## config.mk

```make
export PLATFORM = sky130hd
export DESIGN_NAME = sat_counter
export DESIGN_NICKNAME = d
export VERILOG_FILES = /design/src/rtl/shift_pattern_checker_sat_counter.sv
export SDC_FILE = /design/constraint.sdc
export NUM_CORES = 1
export LEC_CHECK = 0
export CAP_MARGIN = 10
export CORE_AREA = 2 2 39 41
export DETAILED_ROUTE_END_ITERATION = 10
export DIE_AREA = 0 0 41 43
export GPL_TIMING_DRIVEN = 0
export SLEW_MARGIN = 20
export SYNTH_ARGS = -nofsm -noshare
export SYNTH_HDL_FRONTEND = slang
export SYNTH_SLANG_ARGS = --single-unit
```

## constraint.sdc

```tcl
create_clock -name clk -period 2.1 [get_ports clk]
set_clock_uncertainty 0.2 [all_clocks]
set_input_delay 0.21 -clock clk [delete_from_list [all_inputs] [get_ports clk]]
set_output_delay 0.21 -clock clk [all_outputs]
set_load 0.02 [all_outputs]
```

## src/rtl/shift_pattern_checker_sat_counter.sv

```systemverilog
// Saturating up-counter with synchronous clear; clear together with
// increment lands on 1 so the coincident event is not lost.
module sat_counter #(
  parameter int W = 8
) (
  input  logic         clk,
  input  logic         rst,
  input  logic         inc,
  input  logic         clr,
  output logic [W-1:0] count
);

  always_ff @(posedge clk or posedge rst) begin
    if (rst)                          count <= '0;
    else if (clr)                     count <= inc ? W'(1) : '0;
    else if (inc && (count != '1))    count <= count + 1'b1;
  end

endmodule

```

Yosys cells after proc, flatten, opt, wreduce, memory -nomap -nowiden
Index checks and enable logic that the tools add are counted.
Word-level totals
  input port bits: 4
  word-level logic and storage cells: 8
  register bits: 8
  output and inout bits: 8
Cells by class
  reduce and logical (&&, ||, !) cells: 2
  multiplexer cells: 3
  eq/ne operators: 1
  add/sub/neg operators: 1
Operator list (count)
  $mux 8: 2
  $add 8x1->8 const B: 1
  $ne 8x8->1 const B: 1
  $reduce_bool 2->1: 1
  $logic_and 1x1->1: 1
  $mux 1: 1

Longest topological paths before layout
Gate-level depths: netlist of run 1.
  depth in word-level cells: 4
  depth in mapped cells: 4
  mapped depth without buffers: 4

Least setup slack after synthesis of run 1
OpenSTA, ideal clock, no wires.
  path kind: reg-to-reg
  start point: register count[0]
  end point: register count[7]
  slack: 0.373 ns
  arrival: 1.387 ns
  path buffers: 0
  setup time: 0.140 ns
  period minus slack after synthesis: 1.727 ns
  required time: 1.760 ns
  stages on the path, launching flop included: 5
  cells stage by stage: dfrtp_1 -> ha_1 -> and3_1 -> o311ai_0 -> o41ai_1
On the way
  word-level cells in the longest chain between the ends: 3
  elaborated cells on any way between the ends: 6
  classes of those cells: add/sub (1); eq/ne (1); mux (2); reduce/logical (2)
RTL lines
  from (decl): RTL line 10  | output logic [W-1:0] count
  from (signal assigned): RTL line 15  | else if (clr) count <= inc ? W'(1) : '0;
  from (signal assigned): RTL line 16  | else if (inc && (count != '1)) count <= count + 1'b1;
  $add 8x1->8 / $ne 8x8->1 (equally long branches): RTL line 16
  $mux 8 / $logic_and 1x1->1 (equally long branches): RTL line 16
  $mux 8 / $reduce_bool 2->1 (equally long branches)
Several ways; a longest one is shown, not always the timed one. The select of a mux whose other input is x is not followed.
A chain may end at the register's enable or synchronous reset.

Final worst setup path of run 1
  start point: register count[3]
  end point: output port count[3]
No word-level cell between the ends.

==> results.toml, run 1 <==
[critical_path]
cp-start-kind = "flop"
crit_family = "buffers and inverters"
critPathBufInv = 1
crit_arrival_ns = 1.37
cp-startpoint = "count[3]$_DFFE_PP0P_"
cp_max_fo = 8
rr_startpoint = "count[0]$_DFFE_PP0P_"
worstSetupEndpointType = "output pin"
reg2regPathDepth = 4
path_cells = "clkdlybuf4s50_1"
crit_path_max_incr_delay_ns = 0.65
cp.depth = 1
crit_required_ns = 1.69
critPathKind = "flop to output pin"
cp_slowest_cell = "clkdlybuf4s50_1"

[timing]
slew_violations = 0
postLayoutSetupSlackWorst_ns = 0.320
hold_viol_final = 0
worstMarginPinSlew_ns = 0.321
fmax_mhz = 562
relSlewSlack_pct = 78.6
post-route-period-util_pct = 84.8
setup_viol = 0
rsz0062_at_grt = "no"
setup_tns_ns = 0
period_minus_slack_ns = 1.78

[drt]
drt-initial-drc-count = 8
drc = 0
drtAntennaViolNets = 0
vias = 433
wire_per_inst_um = 13.7
drt_pass1_iterations = 4
top_layer = "met4"
avgViaCountPerCell = 5.62
wl_met2_um = 453
drt-met1-wl_um = 502
drt_wl_total_um = 1060
wl_met3_um = 59

[clocking]
cts_tree = "done"
post_cts_buffers = 0
clockBufferDepth = 2
holdBufCountCts = 0
cts_resized = 0
clkSinkCount = 8
cts_buffers = 3
clk_latency_ns = 0.26
clk_pin_slew_ns = 0.05
cts_root_buf = "clkbuf_4"
htree_levels = 1

[die]
core_um2 = 1380
dieHeight_um = 43
dieArea_um2 = 1760
die_w_um = 41
rows = 14
pin_count = 12
initial_utilization_pct = 32.5

[synthesis]
synth_top_family_by_area = "compound AO/OA/AOI/OAI gates"
synth_xor_area_share_pct = 0
netlist_instances = 47
synth_seq_cells = 8
syn_area_per_cell_um2 = 9.58
synth-compound-area-share_pct = 24.4
synth_mux_area_share_pct = 2.22
ys_seq_area_share_pct = 44.4
synth_fa_ha_area_share_pct = 2.78
synth-simple-area-share_pct = 22.8
yosys_warnings = 0
syn-cell-area_um2 = 450
ys_types = 24
syn-num-nets = 52

[cells_and_area]
area_delta_synth_final_pct = 33.9
nFillCells = 137
diodes = 0
largest_reg_flops = 8
largest_registers = "count (8)"
drive_above_1_share_pct = 8.20
largest_register = "count"
nets = 68

[place]
dpl.hpwl_um = 745
place_ws_ns = 0.294
place.gp.congestion = 0.761
port_buffers = 11

[pwr]
peakVddDrop_mv = 0.322
power.density_nw_per_um2 = 563
p_leak_nw = 0.243
finalPower_mw = 0.340

[status]
status = "complete, no violations"

[global_route]
grt_use_total_pct = 16.0
grt_max_degree = 9
grt_pass1_wl_um = 1840
gr-total-overflow = 0
grt_antenna_before_repair = 0
grt_pass1_vias = 423

[run]
cap_violations = 0

[worst_hold_path]
hold_class = "primary input to asynchronous set/reset pin"
-- metal layers --
metal | global-route usage [%] | up-vias
met5 | 0 | -
met4 | 13.3 | 0
met3 | 3.14 | 5
met2 | 19.7 | 13
met1 | 22.8 | 202
li1 | - | 213
-- layout by cell type (no fill, tap or decap), types with 2 or more instances in the layout --
cell	n
a211oi_1	3
clkdlybuf4s50_1	11
nand4_1	2
a21oi_1	3
o21ai_0	2
nand3_1	3
inv_1	4
nand2_1	6
dfrtp_1	8
clkbuf_4	3
-- cell usage after synthesis --
library cell | number | area share, %
o311ai_0 | 1 | 1.9
o41ai_1 | 1 | 1.9
or3_1 | 1 | 1.4
o21ai_0 | 2 | 2.2
o21bai_1 | 1 | 1.7
a211oi_1 | 3 | 5.0
and3_1 | 1 | 1.4
nand2_1 | 6 | 5.0
o311ai_1 | 1 | 1.9
or4_1 | 1 | 1.7
nand3_1 | 3 | 3.3
nand4_2 | 1 | 2.8
a21oi_1 | 3 | 3.3
ha_1 | 1 | 2.8
nor3_1 | 1 | 1.1
and4_1 | 1 | 1.9
o211ai_1 | 1 | 1.7
nand4_1 | 2 | 2.8
inv_1 | 4 | 3.3
o311a_1 | 1 | 2.2
mux2i_1 | 1 | 2.2
a21boi_2 | 1 | 2.5
nand2b_1 | 1 | 1.4
dfrtp_1 | 8 | 44
-- where the power goes --
group,internal [mW],total (mW),switching (mW)
sequential,0.160,0.168,0.00784
combinational,0.0234,0.0510,0.0276
clock,0.0656,0.121,0.0554
total,0.249,0.340,0.0908
-- logic make-up (layout without fill, tap and decap cells) --
family,count (synthesis),after routing
simple gates,18,18
flops,8,8
buf+inv,4,18
mux,1,1
fa+ha+maj,1,1
compound gates,15,15
-- worst paths after layout --
check / end / slack (ns)
worst min register to register: count[7]$_DFFE_PP0P_ / 0.38
worst max register to register: count[7]$_DFFE_PP0P_ / 0.37
min in group clk: count[7]$_DFFE_PP0P_ / 0.38
worst max-delay path: count[3] / 0.32
worst min-delay path: count[4]$_DFFE_PP0P_ / 0.002
max in group asynchronous: count[0]$_DFFE_PP0P_ / 1.46
-- layout make-up --
class / count / area (µm²) / area share [%]
clock buffer: 3 / 22.5 / 3.73
tap: 16 / 20.0 / 3.32
inverter: 4 / 15.0 / 2.49
multi-input combinational: 35 / 235 / 39.0
timing repair buffer: 11 / 110 / 18.3
sequential: 8 / 200 / 33.2
-- metrics by stage --
stage,cells,utilization (%),instance area (µm²),hold WS (ns)
after floorplan,47,-,450,-0.174
after global placement,74,42.0,581,0.295
after detailed placement,74,42.0,581,0.293
after CTS,77,43.6,603,0.0156
after global routing,77,43.6,603,0.0559
final,77,43.6,603,0.00234
No activity file was read; power rests on OpenSTA's default activity.
==> run 2, diff against run 1 <==
clock period = 1.5 ns   (was 2.1 ns; I/O delays follow)
==> run 2 against run 1 <==
  * Utilization increased by 6.2 points
  * Sequential power rose by 42%
  * Worst setup slack worse by 0.32 ns
  * Sequential cell count did not move
  * Combinational power grew 71%
  * Die area unchanged
  * Critical path depth rose by 3
  * Largest power group unchanged
==> results.toml, run 2 (synthesis gave the netlist of run 1 again) <==
[place]
dp.cells = 74
place_ws_ns = -0.256
dpl.hpwl_um = 753
port_buffers = 11
dpl_cell_area_um2 = 601
place.gp.congestion = 0.766

[pwr]
finalPower_mw = 0.519
power.density_nw_per_um2 = 753
peakVddDrop_mv = 0.386
p_leak_nw = 0.296

[die]
dieHeight_um = 43
initial_utilization_pct = 32.5
rows = 14
core_um2 = 1380
pin_count = 12
dieArea_um2 = 1760
die_w_um = 41

[global_route]
grt_max_degree = 9
grt_antenna_before_repair = 0
grt_pass1_vias = 417
grt_pass1_wl_um = 1990
grt_use_total_pct = 17.1
gr-total-overflow = 0

[timing]
postLayoutSetupSlackWorst_ns = 0.000117
hold_viol_final = 0
setup_viol = 0
setup_tns_ns = 0
period_minus_slack_ns = 1.50
holdWs_ns = 0.244
fmax_mhz = 667
rsz0062_at_grt = "yes"
worstMarginPinSlew_ns = 0.336
post-route-period-util_pct = 100
slew_violations = 0
relSlewSlack_pct = 77.6

[drt]
drt_pass1_iterations = 4
drt-initial-drc-count = 5
drtAntennaViolNets = 0
wire_per_inst_um = 15.0
avgViaCountPerCell = 5.63
vias = 462
drc = 0
drt_wl_total_um = 1230

[critical_path]
reg2regPathDepth = 4
worstSetupEndpointType = "flop"
reg2reg_slack_ns = 0.0001
critPathKind = "flop to flop"
rr_endpoint = "count[7]$_DFFE_PP0P_"
crit_arrival_ns = 1.44
cp_max_fo = 5
crit_required_ns = 1.44
cp-start-kind = "flop"
rr_startpoint = "count[0]$_DFFE_PP0P_"

[worst_hold_path]
hold_end = "count[0]$_DFFE_PP0P_"
min_from = "inc"
whs_path_depth = 3
hold_class = "primary input to flop"

[clocking]
cts_tree = "done"
clkSinkCount = 8
htree_levels = 1
clockBufferDepth = 2
clk_latency_ns = 0.27
clk_pin_slew_ns = 0.07
cts_root_buf = "clkbuf_4"
cts_buffers = 3

[cells_and_area]
fin_util_pct = 49.8
largest_registers = "count (8)"
fin_area_um2 = 689
nFillCells = 140
largest_reg_flops = 8
diodes = 0
drive_above_1_share_pct = 25.8
final_cell_mix = "dlygate4sd2_1 (9), nand2_1 (6), inv_1 (4), dfrtp_2 (4), dfrtp_1 (4)"
area_delta_synth_final_pct = 53.1
largest_register = "count"
layout_commonest_cell = "dlygate4sd2_1"
nets = 72
layoutNonFillerInstCount = 82

[status]
status = "complete, no violations"

[run]
cap_violations = 0
## run 2: cell count changes in the layout (fill, tap and decap cells not counted), sizes merged
cell           change
dlygate4sd2        +9
clkdlybuf4s50      -9
buf                +3
clkbuf             +1
dlygate4sd3        +1
## run 2: timing repair
item,CTS,global route
resized for setup,10,7
pin swaps,0,1
endpoints found under the setup margin,9,6
endpoints found under the hold margin,8,0
gates cloned,0,0
setup buffers,2,1
hold buffers,1,0
## run 2: final cells by class
class | instances | area, µm² | share of cell area [%]
inverters | 4 | 15.0 | 2.18
well taps | 16 | 20.0 | 2.90
clock buffers | 4 | 26.3 | 3.81
multi-input cells | 35 | 292 | 42.3
repair buffers | 15 | 131 | 19.1
flip-flops and latches | 8 | 205 | 29.8
## run 2: power by group
| part | leakage (nW) | internal, mW | switching [mW] |
|---|---|---|---|
| logic | 0.178 | 0.0401 | 0.0470 |
| clock network | 0.0150 | 0.103 | 0.0901 |
| registers | 0.103 | 0.225 | 0.0138 |
| total | 0.296 | 0.368 | 0.151 |
## run 2: how the worst max path moves through the flow
stage	cells past startpoint	from	to	slack (ns)
2_1_floorplan	4	count[1]$_DFFE_PP0P_	count[7]$_DFFE_PP0P_	0.01
3_3_place_gp	4	inc	count[5]$_DFFE_PP0P_	-0.24
3_5_place_dp	4	inc	count[5]$_DFFE_PP0P_	-0.26
4_1_cts	4	count[0]$_DFFE_PP0P_	count[7]$_DFFE_PP0P_	0.01
5_1_grt	4	count[1]$_DFFE_PP0P_	count[5]$_DFFE_PP0P_	-0.06
6_report	4	count[0]$_DFFE_PP0P_	count[7]$_DFFE_PP0P_	0.0001
## run 2: routing by layer
| layer | wire (µm) | GRT usage [%] | vias up |
|---|---|---|---|
| met3 | 61 | 3.14 | 5 |
| met2 | 584 | 22.2 | 16 |
| li1 | - | - | 225 |
| met1 | 544 | 24.4 | 216 |
| met5 | 0 | 0 | - |
| met4 | 42 | 12.0 | 0 |
## run 2: critical path, cell delays in order, from the launching register on
cell	delay (ns)
dfrtp_2	0.44
ha_4	0.18
and3_4	0.21
o311ai_4	0.22
o41ai_2	0.11
==> run 3, diff against run 2 <==
CTS_CLUSTER_SIZE = 40   (was unset)
==> results of run 3 <==
Same layout as run 2: the final DEF is identical, and so are final timing and power.
